File: src/rtl/gen3_packet_assembler.sv
// Gen3 packet assembler: steers checked lane bytes into TLP and DLLP streams and packs each into OUT_BYTES words.
// Latency: input register + word register (byte at edge N visible after edge N+1); no backpressure, downstream always accepts.
module gen3_packet_assembler #(
    parameter int LANES     = 2,
    parameter int OUT_BYTES = 4
) (
    input  logic                   clk,
    input  logic                   rst,
    input  logic                   valid,
    input  logic [8*LANES-1:0]     data_in,
    input  logic [6*LANES-1:0]     type_in,
    output logic [8*OUT_BYTES-1:0] tlp_data,
    output logic [OUT_BYTES-1:0]   tlp_be,
    output logic                   tlp_valid,
    output logic                   tlp_sop,
    output logic                   tlp_eop,
    output logic                   tlp_err,
    output logic [8*OUT_BYTES-1:0] dllp_data,
    output logic [OUT_BYTES-1:0]   dllp_be,
    output logic                   dllp_valid,
    output logic                   dllp_sop,
    output logic                   dllp_eop,
    output logic                   dllp_err
);
    localparam int DEPTH = OUT_BYTES + LANES - 1;
    localparam int CW    = $clog2(DEPTH + 1);
    localparam int IW    = $clog2(DEPTH);

    typedef enum logic {IDLE, INPKT} state_t;

    typedef struct packed {
        logic [7:0] dat;
        logic       start;
        logic       last;
        logic       err;
    } slot_t;

    logic                 in_vld;
    logic [8*LANES-1:0]   in_dat;
    logic [6*LANES-1:0]   in_typ;
    logic                 unused_typ;

    assign unused_typ = ^in_typ;

    always_ff @(posedge clk or negedge rst) begin
        if (!rst) begin
            in_vld <= 1'b0;
            in_dat <= '0;
            in_typ <= '0;
        end else begin
            in_vld <= valid;
            in_dat <= data_in;
            in_typ <= type_in;
        end
    end

    // Stream 0 is TLP (STP bit 0, body bit 2); stream 1 is DLLP (SDP bit 1, body bit 3).
    for (genvar s = 0; s < 2; s++) begin : g_stream
        localparam int SB = s;
        localparam int BB = s + 2;

        state_t                 state, state_nxt;
        slot_t                  acc     [DEPTH];
        slot_t                  acc_nxt [DEPTH];
        logic [CW-1:0]          fill, fill_nxt;
        logic [8*OUT_BYTES-1:0] emit_dat, word_dat;
        logic [OUT_BYTES-1:0]   emit_be, word_be;
        logic                   emit_vld, emit_sop, emit_eop, emit_err;
        logic                   word_vld, word_sop, word_eop, word_err;

        always_comb begin
            slot_t work [DEPTH];
            int    cnt;
            int    take;
            logic  found;
            logic  err_w;
            state_nxt = state;
            work      = acc;
            cnt       = int'(fill);
            take      = 0;
            found     = 1'b0;
            err_w     = 1'b0;
            emit_vld  = 1'b0;
            emit_dat  = '0;
            emit_be   = '0;
            emit_sop  = 1'b0;
            emit_eop  = 1'b0;
            emit_err  = 1'b0;
            if (in_vld) begin
                for (int l = 0; l < LANES; l++) begin
                    if (!in_typ[6*l+5] && in_typ[6*l+SB]) begin
                        // A start inside a packet closes the old one as malformed at its tail byte.
                        if (state_nxt == INPKT && cnt > 0) begin
                            work[IW'(cnt-1)].last = 1'b1;
                            work[IW'(cnt-1)].err  = 1'b1;
                        end
                        if (cnt < DEPTH) begin
                            work[IW'(cnt)] = {in_dat[8*l +: 8], 1'b1, 1'b0, 1'b0};
                            cnt++;
                        end
                        state_nxt = INPKT;
                    end else if (!in_typ[6*l+5] && in_typ[6*l+BB] && state_nxt == INPKT) begin
                        if (cnt < DEPTH) begin
                            work[IW'(cnt)] = {in_dat[8*l +: 8], 1'b0, in_typ[6*l+4], 1'b0};
                            cnt++;
                        end
                        if (in_typ[6*l+4]) begin
                            state_nxt = IDLE;
                        end
                    end
                end
                for (int j = 0; j < OUT_BYTES; j++) begin
                    if (!found && j < cnt) begin
                        take  = j + 1;
                        found = work[j].last;
                        err_w = work[j].last & work[j].err;
                    end
                end
                if (found || cnt >= OUT_BYTES) begin
                    emit_vld = 1'b1;
                    emit_sop = work[0].start;
                    emit_eop = found;
                    emit_err = err_w;
                    for (int j = 0; j < OUT_BYTES; j++) begin
                        if (j < take) begin
                            emit_dat[8*j +: 8] = work[j].dat;
                            emit_be[j]         = 1'b1;
                        end
                    end
                end else begin
                    take = 0;
                end
            end
            for (int j = 0; j < DEPTH; j++) begin
                acc_nxt[j] = (j + take < DEPTH) ? work[IW'(j + take)] : '0;
            end
            fill_nxt = CW'(cnt - take);
        end

        always_ff @(posedge clk or negedge rst) begin
            if (!rst) begin
                state <= IDLE;
                fill  <= '0;
                for (int j = 0; j < DEPTH; j++) begin
                    acc[j] <= '0;
                end
                word_dat <= '0;
                word_be  <= '0;
                word_vld <= 1'b0;
                word_sop <= 1'b0;
                word_eop <= 1'b0;
                word_err <= 1'b0;
            end else begin
                state <= state_nxt;
                fill  <= fill_nxt;
                for (int j = 0; j < DEPTH; j++) begin
                    acc[j] <= acc_nxt[j];
                end
                word_dat <= emit_dat;
                word_be  <= emit_be;
                word_vld <= emit_vld;
                word_sop <= emit_sop;
                word_eop <= emit_eop;
                word_err <= emit_err;
            end
        end

        if (s == 0) begin : g_tlp
            assign tlp_data  = word_dat;
            assign tlp_be    = word_be;
            assign tlp_valid = word_vld;
            assign tlp_sop   = word_sop;
            assign tlp_eop   = word_eop;
            assign tlp_err   = word_err;
        end else begin : g_dllp
            assign dllp_data  = word_dat;
            assign dllp_be    = word_be;
            assign dllp_valid = word_vld;
            assign dllp_sop   = word_sop;
            assign dllp_eop   = word_eop;
            assign dllp_err   = word_err;
        end
    end
endmodule

File: config.mk
export PLATFORM = sky130hd
export DESIGN_NAME = gen3_packet_assembler
export DESIGN_NICKNAME = d
export VERILOG_FILES = /design/src/rtl/gen3_packet_assembler.sv
export SDC_FILE = /design/constraint.sdc
export NUM_CORES = 1
export LEC_CHECK = 0
export CAP_MARGIN = 20
export CORE_MARGIN = 5
export CORE_UTILIZATION = 50
export CTS_BUF_LIST = sky130_fd_sc_hd__clkbuf_4
export DETAILED_ROUTE_END_ITERATION = 8
export HOLD_SLACK_MARGIN = 0.15
export PLACE_DENSITY = 0.7
export RECOVER_POWER = 50
export SYNTH_ARGS = -nofsm -noshare
export SYNTH_HDL_FRONTEND = slang
export SYNTH_SLANG_ARGS = --single-unit
File: constraint.sdc
create_clock -name clk -period 6.5 [get_ports clk]
set_input_delay 1.3 -clock clk [delete_from_list [all_inputs] [get_ports clk]]
set_output_delay 1.3 -clock clk [all_outputs]
set_load 0.02 [all_outputs]
==> metrics.txt <==
DP HPWL=35.5 mm; Fill cells=2628; RSZ-0062 raised after global routing=false; Multi-input gate area=8220 um2; final hold vios=0; outcome=finished with violations; Post-CTS Hold Buffers=0; antenna violations before repair=4; Ys Warns=0; CTS clk-pin slew, worst paths=80 ps; Primary FF master, synth=dfrtp_1; CTS tree=yes; Max Root-Sink Buffers=3; synth top area cells=dfrtp_1 (39%), mux2i_1 (6.5%), nor2_1 (5.7%); Clock Latency Late Sink=720 ps; Post-synth EDFFs=0; sequential area share after synthesis=38.8%; Die H=181 um; R2R Path End=g_stream[1].acc[21]; largest net degree at the start of global routing=117; failing checks=capacitance limit, slew limit; Routed Antenna Nets=0; post-synth cell types=86; syn_nets=1806; TNS Setup=0 ps; core area=28800 um2; drt first pass iters=8; Avg Inst Size Synth=8.36 um2; Layout Skew=73.6 ps; DRC=0; gr usage total=31.5%; beginning of the worst register-to-register path=in_typ[5]; Layout area overhead=15.1%; Worst Setup Start Kind=flip-flop; Non-Filler Instances=2275; FF-to-FF path depth=18; first-pass GRT wire length=82.2 mm; vias in the first global route=14100; Sw Pwr=4.72 mW; CP max-delay cell=o21ai_1; hold endpoint=tlp_data[0]; Slew headroom=-95.3%; initial DRC count=2061; clk sinks=227; share of layout cells above drive strength 1=10.9%; DR WL/cell=23.4 um; vias per cell=6.52; ys async rst share=100%; Yosys top cell area share=38.8%; Final Setup Violations=0; total CTS buffers=67; Die Area=32800 um2; Syn Inst Count=1749; f_max=170 MHz; final wirelength=53.3 mm; cell repeated most along the worst path=inv_1; Cell Chain, Critical Path=clkbuf_1 -> nor2_2 -> a21oi_1 -> inv_1 -> ha_1 -> o2111a_1 -> a221oi_1 -> nor3b_1 -> o31a_1 -> nand2_1 -> nand4_1 -> buf_4 -> inv_1 -> ha_1 -> inv_1 -> o21ai_1 -> nor2_1 -> a211o_1; Register Area=5680 um2; WHS Path Cells=2; Clock Power Share=14.4%; max incr delay on CP=830 ps; worst vdd ir=0.348 mV; CTS H-tree lvls=3; boundary pin count=111; grt total ovfl=0; pwr dens=562 nW/um2; P_int=4.74 mW; fin nets=1896; via count=14800; IO Port Bufs=110; max cap viols=1; max-slew violations=116; fin crit share=90.5%; Max Fanout on Critical Path=24; Hold/Removal Path Class=reg -> reg; starting density of the core=50.8%; Worst EP required=7070 ps; worst slew pin tran=2930 ps; area of the mapped netlist=14600 um2; gpl congestion=0.976; Static Leak=7.25 nW; CTS root buf=clkbuf_4; Seq cells post-synth=227; kind of critical path=reg -> reg; crit path DAT=6450 ps; Sequential Power Share=23.9%; row cnt=62; Combinational Power Share=61.6%; Resized Gates After CTS=0; Horiz. Die Dim=181 um; Synth area leader=dfrtp_1; Tmin final=5880 ps; r2r setup slk=620 ps; Sw Ratio=49.9%; post-CTS setup buffer count=0; min-delay src=g_stream[0].acc[47]; Critical Path Sink Type=flip-flop; placed cell count=2153
-- critical path: cells and delay by family (launching register included) --
family	cells	cell delay (ps)
AOI/OAI and AO/OA	6	2470
buffers and inverters	5	1590
and+or+nand+nor	5	800
adders and majority gates	2	550
DFF	1	340
-- power groups by stage --
stage	sequential, mW	combinational, mW	clock (mW)
after floorplan	2.29	3.88	0
after global placement	2.27	5.65	0
after detailed placement	2.26	5.69	0
after CTS	2.25	5.72	1.40
after global routing	2.30	6.30	1.48
final	2.26	5.83	1.37
-- registers in the layout, indices dropped and copies added (netlist names), 2 cells and up --
name and count:
g_stream.acc 110, g_stream.fill 6, dllp_data 32, in_dat 16, in_typ 12, g_stream.state 2
tlp_be 4, dllp_be 4, tlp_data 32
-- synthesized netlist by cell type (26+ instances only) --
cell type	n
a22oi_1	37
dfrtp_1	227
buf_2	26
nand2_1	199
o21ai_0	123
o22ai_1	44
nand3_1	50
clkbuf_1	86
inv_1	44
a21oi_1	128
nor2_1	223
mux2i_1	95
a311oi_1	55
-- cells in the final DEF, fill, tap and decap left out, types with 14 or more instances in the layout --
master / Yosys / layout
and2_1: 16 / 16
a311oi_1: 55 / 55
nand2_1: 199 / 199
or3_1: 14 / 14
mux2_2: 17 / 17
o22ai_1: 44 / 44
nor3_1: 20 / 20
nor2b_1: 15 / 15
a22oi_1: 37 / 37
nand2b_1: 22 / 22
clkbuf_4: 0 / 94
mux2i_1: 95 / 95
dfrtp_1: 227 / 226
inv_1: 44 / 44
clkdlybuf4s50_1: 0 / 71
and3_1: 23 / 23
nor4_1: 14 / 14
buf_4: 5 / 41
o21ai_1: 14 / 14
nand3_1: 50 / 50
o31ai_1: 20 / 19
ha_1: 24 / 24
dlygate4sd3_1: 0 / 38
a21oi_1: 128 / 128
nor2_1: 223 / 223
o21ai_0: 123 / 123
-- routing by layer --
layer | global-route usage, % | part of all wire (%) | vias to the layer above
met4 | 11.1 | 3.3 | 2
li1 | - | - | 6598
met5 | 0 | 0.021 | -
met3 | 8.24 | 11 | 171
met1 | 45.1 | 42 | 7108
met2 | 46.4 | 43 | 944
-- metrics by stage --
step / utilization [%] / setup WS (ps) / power, mW / hold WS [ps] / cell area [um2]
final: 58.5 / 619 / 9.46 / 536 / 16800
after global routing: 58.5 / 291 / 10.1 / 558 / 16800
after CTS: 58.5 / 940 / 9.37 / 517 / 16800
after detailed placement: 55.6 / 973 / 7.95 / 539 / 16000
after global placement: 55.6 / 1110 / 7.92 / 540 / 16000
after floorplan: - / 1530 / 6.17 / 493 / 14600
-- logic make-up (layout without fill, tap and decap cells) --
kind of cell,count (synthesis),after routing,share of synthesized area (%)
xor gates and xnor gates,6,6,0.359
and+or+nand+nor,648,648,20.4
AOI/OAI and AO/OA,551,551,25.2
adders and majority gates,26,26,2.33
muxes,112,112,7.81
other,0,2,0
buffers and inverters,179,319,5.05
DFF,227,227,38.8
-- final cells by class --
cell class	instances	share of cell area [%]
Antenna cell	2	0.0297
Clock buffer	94	4.19
Clock inverter	25	0.751
Inverter	46	1.03
Multi-Input combinational cell	1343	48.8
Sequential cell	227	33.8
Tap cell	384	2.85
Timing Repair Buffer	154	8.55
-- worst max-delay path by stage --
stage                     slack [ps]  depth (start not counted)                  end                start
final                            620                         18  g_stream[1].acc[21]            in_typ[5]
after global routing             290                         19  g_stream[1].acc[42]            in_typ[5]
after CTS                        940                         18  g_stream[1].acc[21]  g_stream[1].fill[0]
after detailed placement         970                         19  g_stream[1].acc[21]  g_stream[1].fill[0]
after global placement          1110                         19  g_stream[1].acc[21]  g_stream[1].fill[0]
after floorplan                 1530                         23  g_stream[1].acc[25]  g_stream[1].fill[0]
Power figures use the tool's default switching activity.
